===== src/rtl/mem_arbiter_if.sv =====
// Core/memory bundle for mem_arbiter: instruction-fetch and load/store requester
// handshakes, the shared single-port memory port, and the busy flag.
interface mem_arbiter_if;
    logic        i_req;
    logic [31:0] i_addr;
    logic        i_ready;
    logic [31:0] i_rdata;

    logic        d_req;
    logic        d_write;
    logic [31:0] d_addr;
    logic [31:0] d_wdata;
    logic        d_ready;
    logic [31:0] d_rdata;

    logic [31:0] mem_addr;
    logic [31:0] mem_din;
    logic        mem_read;
    logic        mem_write;
    logic [31:0] mem_dout;

    logic        busy;

    modport slave (
        input  i_req, i_addr, d_req, d_write, d_addr, d_wdata, mem_dout,
        output i_ready, i_rdata, d_ready, d_rdata,
               mem_addr, mem_din, mem_read, mem_write, busy
    );

    modport master (
        output i_req, i_addr, d_req, d_write, d_addr, d_wdata, mem_dout,
        input  i_ready, i_rdata, d_ready, d_rdata,
               mem_addr, mem_din, mem_read, mem_write, busy
    );
endinterface


===== src/rtl/mem_arbiter.sv =====
// Two-requester arbiter for one single-port word memory: data wins by default,
// a starvation counter forces an instruction grant after STARVE_LIMIT data grants.
//
// state  | meaning
// IDLE   | waiting; requests sampled and one granted
// ACCESS | address/data held on memory, cnt counts down the latency
// DONE   | one-cycle ready pulse to the owner
module mem_arbiter #(
    parameter int unsigned LATENCY      = 2,
    parameter int unsigned STARVE_LIMIT = 4
) (
    input  logic          clk,
    input  logic          rst_n,
    mem_arbiter_if.slave  bus
);
    localparam int CW = (LATENCY > 1) ? $clog2(LATENCY) : 1;
    localparam int SW = $clog2(STARVE_LIMIT + 1);
    localparam logic [CW-1:0] CNT_LOAD   = CW'(LATENCY - 1);
    localparam logic [SW-1:0] STREAK_MAX = SW'(STARVE_LIMIT);

    typedef enum logic [1:0] {
        S_IDLE   = 2'd0,
        S_ACCESS = 2'd1,
        S_DONE   = 2'd2
    } state_t;

    state_t        state_q, state_d;
    logic [CW-1:0] cnt_q, cnt_d;
    logic [SW-1:0] streak_q, streak_d;
    logic          owner_data_q, owner_data_d;
    logic          write_q, write_d;
    logic [31:0]   addr_q, addr_d;
    logic [31:0]   wdata_q, wdata_d;
    logic [31:0]   i_rdata_q, i_rdata_d;
    logic [31:0]   d_rdata_q, d_rdata_d;

    logic any_req;
    logic grant_data;

    assign any_req    = bus.i_req | bus.d_req;
    assign grant_data = bus.d_req & ~(bus.i_req & (streak_q == STREAK_MAX));

    always_ff @(posedge clk or negedge rst_n) begin
        if (!rst_n) begin
            state_q      <= S_IDLE;
            cnt_q        <= '0;
            streak_q     <= '0;
            owner_data_q <= 1'b0;
            write_q      <= 1'b0;
            addr_q       <= '0;
            wdata_q      <= '0;
            i_rdata_q    <= '0;
            d_rdata_q    <= '0;
        end else begin
            state_q      <= state_d;
            cnt_q        <= cnt_d;
            streak_q     <= streak_d;
            owner_data_q <= owner_data_d;
            write_q      <= write_d;
            addr_q       <= addr_d;
            wdata_q      <= wdata_d;
            i_rdata_q    <= i_rdata_d;
            d_rdata_q    <= d_rdata_d;
        end
    end

    always_comb begin
        state_d      = state_q;
        cnt_d        = cnt_q;
        streak_d     = streak_q;
        owner_data_d = owner_data_q;
        write_d      = write_q;
        addr_d       = addr_q;
        wdata_d      = wdata_q;
        i_rdata_d    = i_rdata_q;
        d_rdata_d    = d_rdata_q;
        case (state_q)
            S_IDLE: begin
                if (any_req) begin
                    state_d      = S_ACCESS;
                    cnt_d        = CNT_LOAD;
                    owner_data_d = grant_data;
                    write_d      = grant_data & bus.d_write;
                    if (grant_data) begin
                        addr_d  = bus.d_addr;
                        wdata_d = bus.d_wdata;
                        // streak only grows while a fetch is actually waiting
                        if (!bus.i_req)
                            streak_d = '0;
                        else if (streak_q != STREAK_MAX)
                            streak_d = streak_q + 1'b1;
                    end else begin
                        addr_d   = bus.i_addr;
                        streak_d = '0;
                    end
                end
            end
            S_ACCESS: begin
                if (cnt_q == '0) begin
                    state_d = S_DONE;
                    if (!write_q) begin
                        if (owner_data_q)
                            d_rdata_d = bus.mem_dout;
                        else
                            i_rdata_d = bus.mem_dout;
                    end
                end else begin
                    cnt_d = cnt_q - 1'b1;
                end
            end
            S_DONE:  state_d = S_IDLE;
            default: state_d = S_IDLE;
        endcase
    end

    always_comb begin
        bus.mem_read  = (state_q == S_ACCESS) & ~write_q;
        bus.mem_write = (state_q == S_ACCESS) & write_q & (cnt_q == '0);
        bus.i_ready   = (state_q == S_DONE) & ~owner_data_q;
        bus.d_ready   = (state_q == S_DONE) & owner_data_q;
        bus.busy      = (state_q != S_IDLE);
    end

    assign bus.mem_addr = addr_q;
    assign bus.mem_din  = wdata_q;
    assign bus.i_rdata  = i_rdata_q;
    assign bus.d_rdata  = d_rdata_q;

endmodule


===== src/flat_wrapper.sv =====
// flat-port wrapper written by rule: the top's interface ports become plain ports
module mem_arbiter_flat 
#(
    parameter int unsigned LATENCY      = 2,
    parameter int unsigned STARVE_LIMIT = 4
)
  (clk, rst_n, bus_i_req, bus_i_addr, bus_d_req, bus_d_write, bus_d_addr, bus_d_wdata, bus_mem_dout, bus_i_ready, bus_i_rdata, bus_d_ready, bus_d_rdata, bus_mem_addr, bus_mem_din, bus_mem_read, bus_mem_write, bus_busy);
  mem_arbiter_if bus_i ();
  input  logic clk;
  input  logic rst_n;
  input wire logic [$bits(bus_i.i_req)-1:0] bus_i_req;
  input wire logic [$bits(bus_i.i_addr)-1:0] bus_i_addr;
  input wire logic [$bits(bus_i.d_req)-1:0] bus_d_req;
  input wire logic [$bits(bus_i.d_write)-1:0] bus_d_write;
  input wire logic [$bits(bus_i.d_addr)-1:0] bus_d_addr;
  input wire logic [$bits(bus_i.d_wdata)-1:0] bus_d_wdata;
  input wire logic [$bits(bus_i.mem_dout)-1:0] bus_mem_dout;
  output wire logic [$bits(bus_i.i_ready)-1:0] bus_i_ready;
  output wire logic [$bits(bus_i.i_rdata)-1:0] bus_i_rdata;
  output wire logic [$bits(bus_i.d_ready)-1:0] bus_d_ready;
  output wire logic [$bits(bus_i.d_rdata)-1:0] bus_d_rdata;
  output wire logic [$bits(bus_i.mem_addr)-1:0] bus_mem_addr;
  output wire logic [$bits(bus_i.mem_din)-1:0] bus_mem_din;
  output wire logic [$bits(bus_i.mem_read)-1:0] bus_mem_read;
  output wire logic [$bits(bus_i.mem_write)-1:0] bus_mem_write;
  output wire logic [$bits(bus_i.busy)-1:0] bus_busy;
  assign bus_i.i_req = bus_i_req;
  assign bus_i.i_addr = bus_i_addr;
  assign bus_i.d_req = bus_d_req;
  assign bus_i.d_write = bus_d_write;
  assign bus_i.d_addr = bus_d_addr;
  assign bus_i.d_wdata = bus_d_wdata;
  assign bus_i.mem_dout = bus_mem_dout;
  assign bus_i_ready = bus_i.i_ready;
  assign bus_i_rdata = bus_i.i_rdata;
  assign bus_d_ready = bus_i.d_ready;
  assign bus_d_rdata = bus_i.d_rdata;
  assign bus_mem_addr = bus_i.mem_addr;
  assign bus_mem_din = bus_i.mem_din;
  assign bus_mem_read = bus_i.mem_read;
  assign bus_mem_write = bus_i.mem_write;
  assign bus_busy = bus_i.busy;
  mem_arbiter #(.LATENCY(LATENCY), .STARVE_LIMIT(STARVE_LIMIT)) u_core (.clk(clk), .rst_n(rst_n), .bus(bus_i));
endmodule

===== config.mk =====
export PLATFORM = sky130hd
export DESIGN_NAME = mem_arbiter_flat
export DESIGN_NICKNAME = d
export VERILOG_FILES = /design/src/rtl/mem_arbiter_if.sv /design/src/rtl/mem_arbiter.sv /design/src/flat_wrapper.sv
export SDC_FILE = /design/constraint.sdc
export NUM_CORES = 1
export LEC_CHECK = 0
export CORE_UTILIZATION = 41
export DETAILED_ROUTE_END_ITERATION = 8
export PLACE_DENSITY = 0.83
export SLEW_MARGIN = 20
export SYNTH_ARGS = -nofsm -noshare
export SYNTH_HDL_FRONTEND = slang
export SYNTH_SLANG_ARGS = --single-unit

===== constraint.sdc =====
create_clock -name clk -period 1.89 [get_ports clk]
set_input_delay 0.378 -clock clk [delete_from_list [all_inputs] [get_ports clk]]
set_output_delay 0.378 -clock clk [all_outputs]
set_load 0.01 [all_outputs]

* Word-level counts from Yosys, hierarchy flattened
Cells that the tools add are included.
Storage, ports and cells: latch bits 0, memories 0, bits in registers 136, memory bits (writable) 0, input bits 133, bits in read-only memories 0
Cells by class: reductions and logical operators 10, mux-type cells 10, add/subtract/negate cells 2, magnitude comparators 0, divide/modulo/power cells 0, shifts and indexed selects 0, bitwise gates (word level) 13, equal/unequal tests 7, $mul 0
Operator list (count):
- $mux W32 | 1
- $mux W3 | 3
- $and A1 B1 Y1 | 8
- $reduce_and A4 Y1 | 2
- $ne A3 B3 Y1 const B | 2
- $reduce_and A2 Y1 | 3
- $reduce_and A3 Y1 | 2
- $mux W2 | 2
- $not A1 Y1 | 4
- $pmux W2 S2 | 1
- $reduce_bool A2 Y1 | 2
- $add A3 B1 Y3 const B | 1
- $eq A3 B3 Y1 const B | 1
- $eq A2 B1 Y1 const B | 1
- $eq A2 B2 Y1 const B | 1
- $logic_not A2 Y1 | 1
- $mux W1 | 2
- $ne A2 B1 Y1 const B | 1
- $ne A2 B2 Y1 const B | 1
- $pmux W1 S2 | 1
- $or A1 B1 Y1 | 1
- $sub A1 B1 Y1 const B | 1

* Logic depth before layout (Yosys ltp)
depth in word-level cells 6, depth in mapped cells 7, depth with buffers taken out 5

* Least setup slack after synthesis
Ideal clock, no wire load.
path kind reg2reg, from reg u_core.streak_q[0], to reg u_core.wdata_q[0], in the netlist u_core.bus.mem_din[0], buffers on the path 1, arrival 1.551 ns, stages on the path, launching flop included 7, library setup time 0.125 ns, setup slack 0.214 ns, cells stage by stage dfrtp_1 -> inv_1 -> ha_1 -> nand3_1 -> nand3_1 -> buf_2 -> mux2_2
On the way: longest elaborated chain between the ends 5
RTL lines:
- start, declared | RTL line mem_arbiter.sv:29 | logic [SW-1:0] streak_q, streak_d;
- start signal, assigned | RTL line mem_arbiter.sv:57 | streak_q <= streak_d;
- $eq A3 B3 Y1 | RTL line mem_arbiter.sv:41 | assign grant_data = bus.d_req & ~(bus.i_req & (streak_q == STREAK_MAX));
- $and A1 B1 Y1 | RTL line mem_arbiter.sv:41
- $not A1 Y1 | RTL line mem_arbiter.sv:41
- $and A1 B1 Y1 | RTL line mem_arbiter.sv:41
- $reduce_and A3 Y1 (no line)
- end signal, assigned | RTL line mem_arbiter.sv:61 | wdata_q <= wdata_d;
- end, declared | RTL line mem_arbiter.sv:33 | logic [31:0] wdata_q, wdata_d;
Every way passes these cells. A chain may end at the register's enable or synchronous reset.

* Worst setup path in the final report
from reg u_core.state_q[1], to out bus_mem_write
On the way: longest elaborated chain between the ends 3
RTL lines:
- start, declared | RTL line mem_arbiter.sv:27 | state_t state_q, state_d;
- start signal, assigned | RTL line mem_arbiter.sv:55 | state_q <= state_d;
- $eq A2 B1 Y1 | RTL line mem_arbiter.sv:118 | bus.mem_write = (state_q == S_ACCESS) & write_q & (cnt_q == '0);
- $and A1 B1 Y1 (2 in a row) | RTL line mem_arbiter.sv:118
- end, declared | RTL line flat_wrapper.sv:25 | output wire logic [$bits(bus_i.mem_write)-1:0] bus_mem_write;
Every way passes these cells.

==> results.md <==
- After the last flow step, the layout net total stands at 837.
- The area growth from synthesis to layout is 63.80%.
- The maximum fanout along the worst path is 4.
- The fraction of the yosys area taken by sequential cells is 60.22%.
- Clock tree synthesis selected as its root buffer the cell clkbuf_16.
- The maximum clock path buffer count is 2.
- The path class of the tightest hold or removal check is primary input to async pin.
- The number of global-route vias before repair is 4920.
- The placed instances occupy a cell area of 0.008578 mm².
- At the pin with the least slew margin, the transition time is 368.3 ps.
- Yosys attributes the largest share of cell area to dfrtp_1 (60%), mux2_2 (13%), mux2_1 (6.2%).
- The global-route usage over all layers is 23.26%.
- The routed design has 15.85 mm of wire.
- For this design the static power due to leakage is 3.902 nW.
- The final instance area is 0.009258 mm².
- Setup repair after global routing left no endpoint under its margin.
- The number of failing hold endpoints at the final stage is 0.
- In the final layout, the share of cells above drive strength 1 is 16.78%.
- The least setup slack across all paths after layout is 95.43 ps.
- Setup violations remaining at the end of the flow were counted as 0.
- The run finished with clean final reports.
- The final instance count without filler cells is 891.
- Leaving out fill and tap cells, the most frequent cells in the layout are clkdlybuf4s50_1 (259), dfrtp_1 (135), mux2_2 (65), inv_1 (39), nand3_1 (35).
- For this run, the number of Yosys warnings is 0.
- The share of the core filled with cells is 69.36%.
- In this run the remaining antenna-violating nets after routing total 0.
- Buffers inserted during clock tree synthesis total 17.
- Averaged over all synthesized cells, the footprint is 13.02 µm².
- The number of standard-cell rows in the floorplan is 42.
- The proportion of netlist area held by the largest area contributor is 60.22%.
- The post-synthesis instance area is 0.005652 mm².
- Clock-pin slew was measured on the worst setup and hold paths at 50 ps.
- The worst max-slew margin expressed relative to the limit is 75.44%.
- The first global-routing pass estimated 25.25 mm of wire.
- The worst setup slack after placement is -148.3 ps.
- The source-to-sink clock delay at the later pin of the worst-skew pair is 410 ps.
- dfrtp_1 takes more of the synthesized area than any other cell.
- The count of routing violations after the opening detailed-route iteration is 238.
- The repair_antennas step left the layout with diodes totalling 0.
- After technology mapping, the gate count stands at 434.
- The floorplan step set the die height to 119.4 µm.
- Data on the critical path arrives at its endpoint at 1420 ps.
- The minimum clock period after layout is 1795 ps.
- The count of boundary I/O pins is 266.
- The worst setup path is of the register to output port kind.
- TritonCTS built the clock tree.
- The post-route DRC violation count is 0.
- The areal power density over the cells is 1745 mW/mm².
- The first detailed-routing pass ran for 4 iterations.
- The endpoint required time on the critical path is 1510 ps.
- VDD sags by at most 0.0008932 V.
- The port buffer count is 265.
- Total power for the finished layout comes to 16.16 mW.
- The core region is 0.01335 mm².
- The clock net in this run drives a total of 136 sinks.
- In this run the number of H-tree levels came out at 4.
- The maximum number of pins on one net before global-route repair is 51.
- Counting tap cells, the placed design contains a total of 857 instances.
- The number of nets in the synthesized netlist is 569.
- The total congestion overflow after global routing is 0.
- STA classifies the critical path startpoint as a register.
- The post-route clock period utilization is 94.95%.
- The half-perimeter wire length after placement is 11.56 mm.
- The maximum clock frequency is 557.2 MHz.
- The die area is 0.01426 mm².
- The routed via count divided by cell count is 5.256.
- The weighted congestion reported at the end of routability-driven placement is 0.7943.
- The final-report max-slew violation count is 0.
- The number of antenna violations at the first check in global routing is 0.
- In this run, synthesis inferred 0 flip-flops with an integrated enable.
- The tightest hold path in the finished design has a slack of 391.5 ps.
- Among all flip-flop cells after synthesis, the most frequent one is dfrtp_1.
- The tool flagged a number of max-cap violations equal to 0.
- Synthesis inferred 136 register bits.
- After detailed routing, the average wire length per cell comes to 17.79 µm.
- The kind of end point of the critical path is an output port.
- From left edge to right edge, the die measures 119.4 µm.
- The distinct cell type count after synthesis is 29.
- Once the floorplan was initialized, standard cells occupied 42.34% of the core.
- Across all layers, the routed design uses 4683 vias.
- The final worst clock skew is 4.418 ps.
- The layout has 962 filler cells.
- Counting flops with an async set or reset pin after synthesis yields a share of 100.0%.
- The leading cell type in the layout, fill and taps excluded is clkdlybuf4s50_1.
- After routing, the total negative slack on setup checks comes to 0 ps.
-- per-layer routing --
layer  global-route usage [%]  wire (µm)  vias up
met5                        0          0        -
met4                    9.844        408        0
met3                    7.375       1240       39
met2                    41.82       8343      247
met1                    25.01       5854     2281
li1                         -          -     2116
-- registers in the layout (all words and copies together), names as in the netlist --
signal,cells
u_core.cnt_q,1
u_core.owner_data_q,1
u_core.bus.mem_addr,32
u_core.bus.mem_din,32
u_core.write_q,1
u_core.bus.d_rdata,32
u_core.streak_q,3
u_core.state_q,2
u_core.bus.i_rdata,32
-- area by class of cell --
type                    count  area (µm²)  share of cell area [%]
flip-flops and latches    136        3405                   36.78
repair buffers            285        2895                   31.27
multi-input cells         223        1937                   20.92
clock buffers              21       460.4                   4.974
well taps                 176       220.2                   2.379
clock inverters            11       193.9                   2.095
inverters                  39       146.4                   1.581
-- final timing paths --
kind | cells past startpoint | start | slack, ps | end
worst max-delay path | 3 | u_core.state_q[1] | 100 | bus_mem_write
worst min-delay path | 2 | rst_n | 390 | u_core.bus.i_rdata[20]
worst max register to register | 5 | u_core.state_q[1] | 100 | u_core.bus.i_rdata[16]
worst min register to register | 1 | u_core.bus.i_rdata[8] | 480 | u_core.bus.i_rdata[8]
max in group asynchronous | 3 | rst_n | 960 | u_core.bus.mem_din[15]
min in group clk | 1 | u_core.bus.i_rdata[8] | 480 | u_core.bus.i_rdata[8]
-- repair_timing --
| action | CTS | global route |
|---|---|---|
| hold buffers | 1 | 0 |
| gates resized for setup | 9 | 3 |
| pin swaps | 1 | 0 |
| endpoints found under the hold margin | 20 | 0 |
| setup buffers | 1 | 0 |
| endpoints found under the setup margin | 5 | 23 |
-- kinds of logic after synthesis --
group / count (synthesis) / share of synthesized area [%]
flops: 136 / 60.22
mux: 97 / 19.30
simple gates: 86 / 8.700
buf+inv: 75 / 5.689
compound gates: 38 / 5.645
fa+ha+maj: 2 / 0.4427
-- synthesized netlist by cell type (all sizes together) (2+ instances only) --
master  number
and2         3
buf         18
clkbuf      18
dfrtp      136
ha           2
inv         39
mux2        96
nand2        4
nand2b       2
nand3       35
nand4       33
nor2         2
nor3b        3
o21ai        3
o221ai      32
-- power by group --
part | internal (mW) | switching, mW | leakage, nW
registers | 4.41 | 0.833 | 1.62
logic | 4.28 | 3.01 | 1.96
clock network | 2.41 | 1.20 | 0.318
total | 11.1 | 5.05 | 3.90
-- critical path, cell delays in order, from the launching register on --
cell and delay (ps):
dfrtp_1 400, nand2b_1 210, nor3_2 130, clkdlybuf4s15_2 270
No activity file was read; power rests on OpenSTA's default activity.
